[src/rtl/red_pitaya_exp_in_if.sv]
// System bus between the housekeeping/bus master and the expansion-input block.
// Signals:
//   sys_addr/sys_wdata/sys_sel/sys_wen/sys_ren : request (master -> slave)
//   sys_rdata/sys_err/sys_ack                   : response (slave -> master)
interface red_pitaya_exp_in_if;
  logic [31:0] sys_addr;
  logic [31:0] sys_wdata;
  logic [3:0]  sys_sel;
  logic        sys_wen;
  logic        sys_ren;
  logic [31:0] sys_rdata;
  logic        sys_err;
  logic        sys_ack;

  modport master (
    output sys_addr, sys_wdata, sys_sel, sys_wen, sys_ren,
    input  sys_rdata, sys_err, sys_ack
  );

  modport slave (
    input  sys_addr, sys_wdata, sys_sel, sys_wen, sys_ren,
    output sys_rdata, sys_err, sys_ack
  );
endinterface

[src/rtl/red_pitaya_exp_in.sv]
// Expansion connector input conditioner: synchronizes and debounces the raw p/n
// connector pins, records rising/falling edges of the debounced signals in W1C
// sticky registers and raises a level interrupt while any edge is pending.
// Ports:
//   clk_i, rstn_i              : clock, asynchronous active-low reset
//   exp_p_pin_i, exp_n_pin_i   : raw asynchronous connector pins
//   exp_p_dat_o, exp_n_dat_o   : debounced pin states
//   irq_o                      : registered interrupt (IRQ_EN & any sticky bit)
//   sys_bus                    : system bus slave (register map at sys_addr[19:0])
module red_pitaya_exp_in #(
  parameter int unsigned DWE     = 8,
  parameter int unsigned DBW     = 16,
  parameter int unsigned DEB_DEF = 1000
) (
  input  logic               clk_i,
  input  logic               rstn_i,
  input  logic [DWE-1:0]     exp_p_pin_i,
  input  logic [DWE-1:0]     exp_n_pin_i,
  output logic [DWE-1:0]     exp_p_dat_o,
  output logic [DWE-1:0]     exp_n_dat_o,
  output logic               irq_o,
  red_pitaya_exp_in_if.slave sys_bus
);
  // All per-pin vectors are packed as {n, p}.
  localparam int unsigned NB = 2 * DWE;

  logic [NB-1:0]  meta_q, sync_q;
  logic [NB-1:0]  deb_q, deb_d, deb_dly_q;
  logic [DBW-1:0] cnt_q [NB];
  logic [DBW-1:0] cnt_d [NB];
  logic [DBW-1:0] period_q, period_d;
  logic [NB-1:0]  rise_q, rise_d, fall_q, fall_d;
  logic [NB-1:0]  clr_rise, clr_fall;
  logic           irq_en_q, irq_en_d, irq_q, irq_d;
  logic           ack_q;
  logic [31:0]    rdata_q, rdata_d;

  logic [19:0]    addr;
  logic           wr, rd;
  logic           unused_bus;

  assign addr       = sys_bus.sys_addr[19:0];
  assign wr         = sys_bus.sys_wen;
  assign rd         = sys_bus.sys_ren;
  // Upper address bits and byte selects play no part in decoding.
  assign unused_bus = ^{sys_bus.sys_addr[31:20], sys_bus.sys_sel, sys_bus.sys_wdata};

  // Debounce: count cycles of disagreement; accept the new level once the count
  // has reached the period. Any agreement restarts the count.
  always_comb begin
    deb_d = deb_q;
    for (int i = 0; i < NB; i++) begin
      cnt_d[i] = cnt_q[i];
      if (sync_q[i] == deb_q[i]) begin
        cnt_d[i] = '0;
      end else if (cnt_q[i] >= period_q) begin
        deb_d[i] = sync_q[i];
        cnt_d[i] = '0;
      end else if (cnt_q[i] != '1) begin
        cnt_d[i] = cnt_q[i] + DBW'(1);
      end
    end
  end

  // Sticky edges and control registers. A new edge event overrides a
  // simultaneous W1C of the same bit.
  always_comb begin
    clr_rise = '0;
    clr_fall = '0;
    if (wr) begin
      case (addr)
        20'h04:  clr_rise[DWE-1:0]  = sys_bus.sys_wdata[DWE-1:0];
        20'h08:  clr_fall[DWE-1:0]  = sys_bus.sys_wdata[DWE-1:0];
        20'h0C:  clr_rise[NB-1:DWE] = sys_bus.sys_wdata[DWE-1:0];
        20'h10:  clr_fall[NB-1:DWE] = sys_bus.sys_wdata[DWE-1:0];
        default: ;
      endcase
    end
    rise_d   = (rise_q & ~clr_rise) | (deb_q & ~deb_dly_q);
    fall_d   = (fall_q & ~clr_fall) | (~deb_q & deb_dly_q);
    period_d = (wr && addr == 20'h00) ? sys_bus.sys_wdata[DBW-1:0] : period_q;
    irq_en_d = (wr && addr == 20'h14) ? sys_bus.sys_wdata[0] : irq_en_q;
    irq_d    = irq_en_q & (|{rise_q, fall_q});
  end

  // Read data always reflects state before any write in the same cycle.
  always_comb begin
    rdata_d = '0;
    if (rd) begin
      case (addr)
        20'h00:  rdata_d = 32'(period_q);
        20'h04:  rdata_d = 32'(rise_q[DWE-1:0]);
        20'h08:  rdata_d = 32'(fall_q[DWE-1:0]);
        20'h0C:  rdata_d = 32'(rise_q[NB-1:DWE]);
        20'h10:  rdata_d = 32'(fall_q[NB-1:DWE]);
        20'h14:  rdata_d = {31'd0, irq_en_q};
        20'h18:  rdata_d = 32'(sync_q);
        20'h1C:  rdata_d = 32'(deb_q);
        default: rdata_d = '0;
      endcase
    end
  end

  always_ff @(posedge clk_i or negedge rstn_i) begin
    if (!rstn_i) begin
      meta_q    <= '0;
      sync_q    <= '0;
      deb_q     <= '0;
      deb_dly_q <= '0;
      for (int i = 0; i < NB; i++) begin
        cnt_q[i] <= '0;
      end
      period_q  <= DBW'(DEB_DEF);
      rise_q    <= '0;
      fall_q    <= '0;
      irq_en_q  <= 1'b0;
      irq_q     <= 1'b0;
      ack_q     <= 1'b0;
      rdata_q   <= '0;
    end else begin
      meta_q    <= {exp_n_pin_i, exp_p_pin_i};
      sync_q    <= meta_q;
      deb_q     <= deb_d;
      deb_dly_q <= deb_q;
      for (int i = 0; i < NB; i++) begin
        cnt_q[i] <= cnt_d[i];
      end
      period_q  <= period_d;
      rise_q    <= rise_d;
      fall_q    <= fall_d;
      irq_en_q  <= irq_en_d;
      irq_q     <= irq_d;
      ack_q     <= wr | rd;
      rdata_q   <= rdata_d;
    end
  end

  assign exp_p_dat_o       = deb_q[DWE-1:0];
  assign exp_n_dat_o       = deb_q[NB-1:DWE];
  assign irq_o             = irq_q;
  assign sys_bus.sys_ack   = ack_q;
  assign sys_bus.sys_rdata = rdata_q;
  assign sys_bus.sys_err   = 1'b0;
endmodule

[src/flat_wrapper.sv]
// flat-port wrapper written by rule: the top's interface ports become plain ports
module red_pitaya_exp_in_flat 
#(
  parameter int unsigned DWE     = 8,
  parameter int unsigned DBW     = 16,
  parameter int unsigned DEB_DEF = 1000
)
  (clk_i, rstn_i, exp_p_pin_i, exp_n_pin_i, exp_p_dat_o, exp_n_dat_o, irq_o, sys_bus_sys_addr, sys_bus_sys_wdata, sys_bus_sys_sel, sys_bus_sys_wen, sys_bus_sys_ren, sys_bus_sys_rdata, sys_bus_sys_err, sys_bus_sys_ack);
  red_pitaya_exp_in_if sys_bus_i ();
  input  logic clk_i;
  input  logic rstn_i;
  input  logic [DWE-1:0] exp_p_pin_i;
  input  logic [DWE-1:0] exp_n_pin_i;
  output logic [DWE-1:0] exp_p_dat_o;
  output logic [DWE-1:0] exp_n_dat_o;
  output logic irq_o;
  input wire logic [$bits(sys_bus_i.sys_addr)-1:0] sys_bus_sys_addr;
  input wire logic [$bits(sys_bus_i.sys_wdata)-1:0] sys_bus_sys_wdata;
  input wire logic [$bits(sys_bus_i.sys_sel)-1:0] sys_bus_sys_sel;
  input wire logic [$bits(sys_bus_i.sys_wen)-1:0] sys_bus_sys_wen;
  input wire logic [$bits(sys_bus_i.sys_ren)-1:0] sys_bus_sys_ren;
  output wire logic [$bits(sys_bus_i.sys_rdata)-1:0] sys_bus_sys_rdata;
  output wire logic [$bits(sys_bus_i.sys_err)-1:0] sys_bus_sys_err;
  output wire logic [$bits(sys_bus_i.sys_ack)-1:0] sys_bus_sys_ack;
  assign sys_bus_i.sys_addr = sys_bus_sys_addr;
  assign sys_bus_i.sys_wdata = sys_bus_sys_wdata;
  assign sys_bus_i.sys_sel = sys_bus_sys_sel;
  assign sys_bus_i.sys_wen = sys_bus_sys_wen;
  assign sys_bus_i.sys_ren = sys_bus_sys_ren;
  assign sys_bus_sys_rdata = sys_bus_i.sys_rdata;
  assign sys_bus_sys_err = sys_bus_i.sys_err;
  assign sys_bus_sys_ack = sys_bus_i.sys_ack;
  red_pitaya_exp_in #(.DWE(DWE), .DBW(DBW), .DEB_DEF(DEB_DEF)) u_core (.clk_i(clk_i), .rstn_i(rstn_i), .exp_p_pin_i(exp_p_pin_i), .exp_n_pin_i(exp_n_pin_i), .exp_p_dat_o(exp_p_dat_o), .exp_n_dat_o(exp_n_dat_o), .irq_o(irq_o), .sys_bus(sys_bus_i));
endmodule
[config.mk]
export PLATFORM = sky130hd
export DESIGN_NAME = red_pitaya_exp_in_flat
export DESIGN_NICKNAME = d
export VERILOG_FILES = /design/src/rtl/red_pitaya_exp_in_if.sv /design/src/rtl/red_pitaya_exp_in.sv /design/src/flat_wrapper.sv
export SDC_FILE = /design/constraint.sdc
export NUM_CORES = 1
export LEC_CHECK = 0
export BUFFER_PORTS_ARGS = -buffer_cell sky130_fd_sc_hd__buf_2
export CAP_MARGIN = 20
export CORE_MARGIN = 4
export CORE_UTILIZATION = 25
export CTS_BUF_LIST = sky130_fd_sc_hd__clkbuf_4 sky130_fd_sc_hd__clkbuf_8
export CTS_CLUSTER_DIAMETER = 80
export DETAILED_ROUTE_END_ITERATION = 12
export GPL_TIMING_DRIVEN = 0
export HOLD_SLACK_MARGIN = 0.06
export PLACE_DENSITY = 0.5
export SLEW_MARGIN = 40
export SYNTH_ARGS = -nofsm -noshare
export SYNTH_HDL_FRONTEND = slang
export SYNTH_SLANG_ARGS = --single-unit
[constraint.sdc]
create_clock -name clk_i -period 3.2 [get_ports clk_i]
set_clock_uncertainty 0.2 [all_clocks]
set_input_delay 0.16 -clock clk_i [delete_from_list [all_inputs] [get_ports clk_i]]
set_output_delay 0.16 -clock clk_i [all_outputs]
set_load 0.02 [all_outputs]
==> impl_metrics.csv, run 1 <==
group,metric,value,unit
outcome,status,"completed",
run,max_cap_violations,0,
global_routing,grt_pass1_vias,19010,
route,ant_nets,0,
floorplanning,dieArea,99790,um^2
placement,port_buffers,88,
sta,drv_slew,0,
route,initialDrtViolationCount,1277,
worst_setup_path,critPathLaunchType,"primary input",
power,vdd_ir_drop_max,0.0002919,V
yosys,yosysSeqAreaShare,0.4089,
placement,gp_congestion,0.8178,
yosys,syn_inst,2445,
worst_setup_path,r2r_start,"u_core.period_q[7]",
route,dr_total_vias,19830,
yosys,synth_area_per_cell,9.693,um^2
sta,fmax,314.3,MHz
worst_setup_path,cpMostUsedCell,"dlygate4sd3_1",
yosys,async_reset_ff_frac,1.000,
route,post_drt_wl_per_cell,17.98,um
route,drt-vias-per-instance,4.914,
floorplanning,start_util,0.2528,
power,p_leak,11.87,nW
cells_and_area,fin_nets,3086,
floorplanning,fp-row-count,112,
worst_setup_path,crit_path_max_incr_delay,0.76,ns
sta,hold_viol_final,0,
worst_setup_path,critPathMaxFanout,9,
cells_and_area,n_antenna_cell,0,
yosys,yosys_warnings,0,
sta,layout_min_cycle_time,3.182,ns
floorplanning,fp.dieH,315.9,um
worst_setup_path,crit_slowest_cell,"nor3_4",
cells_and_area,seq_area,9696,um^2
power,power.total,10.65,mW
cells_and_area,final_layout_size_suffix_gt1_frac,0.1359,
worst_setup_path,timing.critical_path.to_type,"register",
route,wl,72560,um
sta,slew_headroom,0.3925,
route,route.detailed.drc,0,
global_routing,grt_pass1_wl,112600,um
placement,hpwl,49730,um
worst_setup_path,crit_arrival,3.51,ns
worst_setup_path,crit_family,"simple AND/OR/NAND/NOR gates",
floorplanning,coreArea,93750,um^2
global_routing,grt_max_degree,71,
hold_path,hold_depth,5,
worst_setup_path,r2r.worst_path.cells,9,
yosys,synthDistinctLibCells,70,
sta,min_period_over_period,0.9944,
clock_network,clkSinkCount,387,
yosys,synth_seq_cells,387,
route,first_pass_iters,5,
cells_and_area,layout_common_cells,"dfrtp_1, ha_1, nor2_1, a21oi_1, nand2_1",
worst_setup_path,path_buf_inv,3,
worst_setup_path,crit_chain,"dlygate4sd3_1 -> buf_2 -> nor2_1 -> nand2_1 -> nor3_4 -> nand2_4 -> mux2_2 -> dlygate4sd3_1",
yosys,synth_edf_count,0,
sta,rsz0062_at_grt,"no",
sta,worst_pin_slew,0.9084,ns
worst_setup_path,crit_type,"in -> reg",
global_routing,track_usage,0.1441,
floorplanning,die_w,315.9,um
cells_and_area,fillCellCount,9818,
global_routing,antenna_found_initial,3,
yosys,syn-cell-area,23700,um^2
clock_network,clockBufferDepth,3,
hold_path,holdPathEnd,"u_core.sys_bus.sys_rdata[0]",
cells_and_area,utilization,0.3047,
floorplanning,io_pins,139,
cells_and_area,final_common_cell,"dfrtp_1",
clock_network,path_clk_slew,0.06,ns
clock_network,worstSkewPairLatency,0.67,ns
worst_setup_path,critPathRequiredTime,3.53,ns
cells_and_area,multiInputGateArea,13430,um^2
clock_network,root_buffer,"clkbuf_8",
global_routing,grt_overflow_total,0,
clock_network,htreeDepth,3,
sta,finalSetupViolCount,0,
worst_setup_path,regToRegSetupSlack,0.14,ns
worst_setup_path,r2r-end,"u_core.cnt_q[44]",
yosys,synth_flop_cell,"dfrtp_1",
hold_path,hp-class,"in -> reg",
clock_network,cts_buffers,73,
clock_network,cts_tree,"built",
hold_path,worstHoldStart,"sys_bus_sys_addr[16]",
power,pwr_density_cell,373.0,nW/um^2
cells_and_area,area_growth,20.53,%
-- power breakdown --
| part | leakage (nW) | total, mW | switching [mW] | internal (mW) |
|---|---|---|---|---|
| Sequential | 5.07 | 5.00 | 0.0656 | 4.94 |
| Clock | 0.846 | 5.28 | 2.30 | 2.98 |
| Combinational | 5.96 | 0.373 | 0.224 | 0.149 |
-- worst register-to-register path: cells and delay by family (launching register included) --
kind                     cells  cell delay (ns)
AND/OR/NAND/NOR              1             0.34
buffers and inverters        3             0.71
adder cells (fa/ha/maj)      1             0.36
AO/OA/AOI/OAI                4             0.84
flip-flops                   1             0.54
-- metrics by stage --
stage	setup slack, ns	TNS, ns	cell area, um^2	hold slack [ns]	std cells
2_1_floorplan	0.6554	0	23760	-0.3356	2461
3_3_place_gp	-6.628	-2651.66	25770	0.06783	3803
3_5_place_dp	-0.2388	-3.911	26090	-0.1904	3815
4_1_cts	0.001508	0	28390	0.06599	4017
5_1_grt	0.01543	0	28560	0.1157	4036
6_report	0.01806	0	28560	0.1343	4036
-- final cells by class --
type                    instances  share of cell area
plain buffers                  64             0.01235
clock buffers                 106             0.04757
clock inverters                25            0.007359
inverters                      84             0.01191
multi-input cells            1926              0.4702
flip-flops and latches        387              0.3394
well taps                    1254             0.05493
repair buffers                190             0.05624
-- Yosys cell counts, types with 10 or more instances --
cell | count | area [um^2]
mux2i_1 | 23 | 230.2
and4_1 | 25 | 219.0
o21ai_0 | 103 | 515.5
inv_1 | 84 | 315.3
buf_4 | 17 | 127.6
nand4_1 | 123 | 769.5
a211oi_1 | 61 | 457.9
o211ai_1 | 22 | 165.2
and2_1 | 12 | 75.07
nand2b_1 | 34 | 212.7
xor2_1 | 74 | 648.1
nand2_1 | 139 | 521.8
nand3_1 | 138 | 690.7
clkbuf_1 | 33 | 123.9
nor3_1 | 81 | 405.4
o2111ai_1 | 12 | 105.1
ha_1 | 272 | 3403
a2111o_1 | 14 | 157.7
nor2_1 | 245 | 919.6
a31oi_1 | 21 | 131.4
and3_1 | 52 | 325.3
o21ai_1 | 20 | 100.1
o21a_1 | 15 | 112.6
a21oi_1 | 155 | 775.7
nor4_1 | 20 | 125.1
nor3b_1 | 19 | 142.6
dfrtp_1 | 381 | 9534
a311oi_1 | 15 | 131.4
buf_2 | 11 | 55.05
xnor2_1 | 68 | 595.6
mux2_2 | 25 | 281.5
mux2_4 | 10 | 150.1
a222oi_1 | 13 | 130.1
-- sequential cells by signal (all words and copies together), names as in the netlist --
register / cells
u_core.cnt_q: 256
u_core.irq_en_q: 1
u_core.sys_bus.sys_ack: 1
u_core.fall_q: 16
u_core.deb_q: 16
u_core.deb_dly_q: 16
u_core.period_q: 16
u_core.sync_q: 16
u_core.meta_q: 16
u_core.rise_q: 16
u_core.sys_bus.sys_rdata: 16
u_core.irq_o: 1
-- timing repair --
action / in CTS / in global routing
pin swaps: 0 / 8
cloned: 0 / 0
setup endpoints to repair: 24 / 160
endpoints found under the hold margin: 339 / 17
gates resized for setup: 6 / 26
hold buffers: 71 / 1
buffers inserted: 0 / 18
-- how the worst max path moves through the flow --
stage / startpoint / end / slack, ns / depth (start not counted)
2_1_floorplan: u_core.period_q[7] / u_core.cnt_q[13] / 0.66 / 8
6_report: sys_bus_sys_addr[1] / u_core.period_q[15] / 0.02 / 8
3_5_place_dp: u_core.period_q[9] / u_core.cnt_q[98] / -0.24 / 8
5_1_grt: u_core.period_q[7] / u_core.cnt_q[83] / 0.02 / 9
4_1_cts: u_core.period_q[13] / u_core.cnt_q[96] / 0.002 / 8
3_3_place_gp: rstn_i / u_core.cnt_q[90] / -6.63 / 1
-- metal layers --
layer	vias up	track usage	wire, um
li1	9683	-	-
met1	9560	0.2137	35920
met2	482	0.2141	30690
met3	107	0.03100	4456
met4	0	0.03191	1499
met5	-	0	0
-- cells by family (layout without fill, tap and decap cells) --
kind of cell	after synthesis	after routing	share of synthesized area
AND/OR/NAND/NOR	948	948	0.2081
XOR/XNOR	142	142	0.05248
AO/OA/AOI/OAI	489	489	0.1311
multiplexers	58	58	0.02793
buffers and inverters	148	469	0.02766
adder cells (fa/ha/maj)	272	272	0.1436
flip-flops	387	387	0.4089
other	1	17	0.0001582
Power figures use the tool's default switching activity.
==> run 2: changes to the inputs <==
Settings changed: CELL_PAD_IN_SITES_DETAIL_PLACEMENT from default to 0, CELL_PAD_IN_SITES_GLOBAL_PLACEMENT from default to 1, PLACE_DENSITY 0.5 to 0.57.
==> impl_metrics.csv, run 2 (synthesized netlist as in run 1, its figures left out) <==
group,metric,value,unit
route,ant_nets,0,
route,post_drt_wl_per_cell,18.84,um
worst_setup_path,r2r_start,"u_core.period_q[9]",
sta,holdWs,0.1037,ns
clock_network,root_buffer,"clkbuf_8",
clock_network,cts_tree,"built",
cells_and_area,final_layout_size_suffix_gt1_frac,0.1455,
cells_and_area,final_common_cell,"dfrtp_1",
sta,min_period_over_period,0.9595,
floorplanning,fp-row-count,112,
sta,slew_headroom,0.4923,
floorplanning,start_util,0.2528,
power,p_leak,12.22,nW
clock_network,htreeDepth,3,
global_routing,antenna_found_initial,3,
worst_setup_path,critPathMaxFanout,11,
worst_setup_path,critPathRequiredTime,3.51,ns
cells_and_area,fin_nets,3130,
cells_and_area,top_register,"u_core.cnt_q",
route,wl,77020,um
sta,rsz0062_at_grt,"no",
global_routing,grt_overflow_total,0,
cells_and_area,fin_cells,4088,
sta,finalSetupViolCount,0,
floorplanning,die_w,315.9,um
clock_network,clkSinkCount,387,
global_routing,grt_pass1_vias,20110,
placement,hpwl,53610,um
worst_setup_path,r2r-end,"u_core.cnt_q[189]",
sta,worst_pin_slew,0.7552,ns
hold_path,hp-class,"in -> reg",
global_routing,grt_max_degree,72,
sta,drv_slew,0,
clock_network,worstSkewPairLatency,0.67,ns
hold_path,worstHoldStart,"sys_bus_sys_addr[8]",
clock_network,clockBufferDepth,3,
floorplanning,coreArea,93750,um^2
outcome,status,"completed",
placement,port_buffers,88,
worst_setup_path,crit_arrival,3.38,ns
global_routing,grt_pass1_wl,119000,um
floorplanning,fp.dieH,315.9,um
route,route.detailed.drc,0,
worst_setup_path,crit_slowest_cell,"dfstp_2",
power,power.total,11.15,mW
cells_and_area,largest_reg_flops,256,
floorplanning,io_pins,139,
global_routing,track_usage,0.1534,
worst_setup_path,critPathLaunchType,"register",
clock_network,path_clk_slew,0.06,ns
power,vdd_ir_drop_max,0.0002338,V
worst_setup_path,crit_path_max_incr_delay,0.56,ns
sta,fmax,325.7,MHz
placement,place_inst,3820,
sta,layout_min_cycle_time,3.071,ns
route,dr_total_vias,20440,
run,max_cap_violations,0,
worst_setup_path,crit_type,"reg -> reg",
sta,final.setup.tns,0,ns
floorplanning,dieArea,99790,um^2
worst_setup_path,r2r.worst_path.cells,9,
power,pwr_density_cell,380.6,nW/um^2
worst_setup_path,timing.critical_path.to_type,"register",
hold_path,holdPathEnd,"u_core.period_q[0]",
route,initialDrtViolationCount,1414,
worst_setup_path,cpMostUsedCell,"nand4_1",
route,drt-vias-per-instance,4.999,
placement,gp_congestion,0.8423,
sta,hold_viol_final,0,
route,first_pass_iters,5,
worst_setup_path,regToRegSetupSlack,0.13,ns
hold_path,hold_depth,6,
cells_and_area,area_growth,23.57,%
cells_and_area,layout_common_cells,"dfrtp_1, ha_1, nor2_1, a21oi_1, nand2_1",
cells_and_area,fillCellCount,9653,
clock_network,cts_buffers,76,
worst_setup_path,crit_chain,"inv_2 -> buf_12 -> ha_1 -> nand4_1 -> nor4_1 -> o31ai_1 -> nand4_1 -> clkbuf_1 -> nor2_1",
[run 2: changes by cell type in the layout (fill, tap and decap cells not counted), sizes merged]
cell         change
bufinv           +2
buf             +20
clkinvlp         +4
clkbuf          +13
diode            +2
dlygate4sd3     +21
clkinv          -10
[run 2: metal layers]
layer,share of wire,global-route usage
met5,0,0
met4,0.025,0.04455
met3,0.069,0.03769
met2,0.42,0.2212
met1,0.49,0.2259
[run 2: layout make-up]
cell class	instances	area, um^2	area share
Buffer	64	357.8	0.01222
Clock buffer	119	1506	0.05144
Sequential cell	387	9696	0.3311
Antenna cell	2	5.005	0.0001709
Tap cell	1254	1569	0.05358
Timing Repair Buffer	231	2110	0.07203
Multi-Input combinational cell	1926	13470	0.4600
Clock inverter	21	246.5	0.008417
Inverter	84	325.3	0.01111
[run 2: where the power goes]
part | internal [mW] | switching, mW
Clock | 3.41 | 2.35
Combinational | 0.154 | 0.235
Sequential | 4.94 | 0.0653
[run 2: through the flow]
step	setup slack (ns)	utilization	cell area, um^2
final	0.1295	0.3124	29290
after global routing	0.002013	0.3124	29280
after CTS	0.008987	0.3089	28960
after detailed placement	-0.3365	0.2799	26240
after global placement	-6.379	0.2749	25770
after floorplan	0.6554	-	23760
[run 2: worst max-delay path by stage]
stage	from	end	slack, ns	cells after the start
2_1_floorplan	u_core.period_q[7]	u_core.cnt_q[13]	0.66	8
3_3_place_gp	rstn_i	u_core.cnt_q[93]	-6.38	1
3_5_place_dp	u_core.period_q[14]	u_core.cnt_q[122]	-0.34	8
4_1_cts	u_core.period_q[6]	u_core.cnt_q[67]	0.009	9
5_1_grt	u_core.period_q[10]	u_core.cnt_q[174]	0.002	9
6_report	u_core.period_q[9]	u_core.cnt_q[189]	0.13	9
[run 2: what timing repair did]
action,4_1_cts,5_1_grt
gates resized for setup,7,22
endpoints found under the hold margin,457,0
setup buffers,0,31
hold buffers,93,0
setup endpoints to repair,55,122
pin swaps,0,11
[run 2: worst max-delay path, delay by kind of cell (launching register included)]
| family | cells | cell delay (ns) |
|---|---|---|
| compound gates | 1 | 0.17 |
| flops | 1 | 0.56 |
| fa+ha+maj | 1 | 0.31 |
| simple gates | 4 | 0.88 |
| buf+inv | 3 | 0.78 |
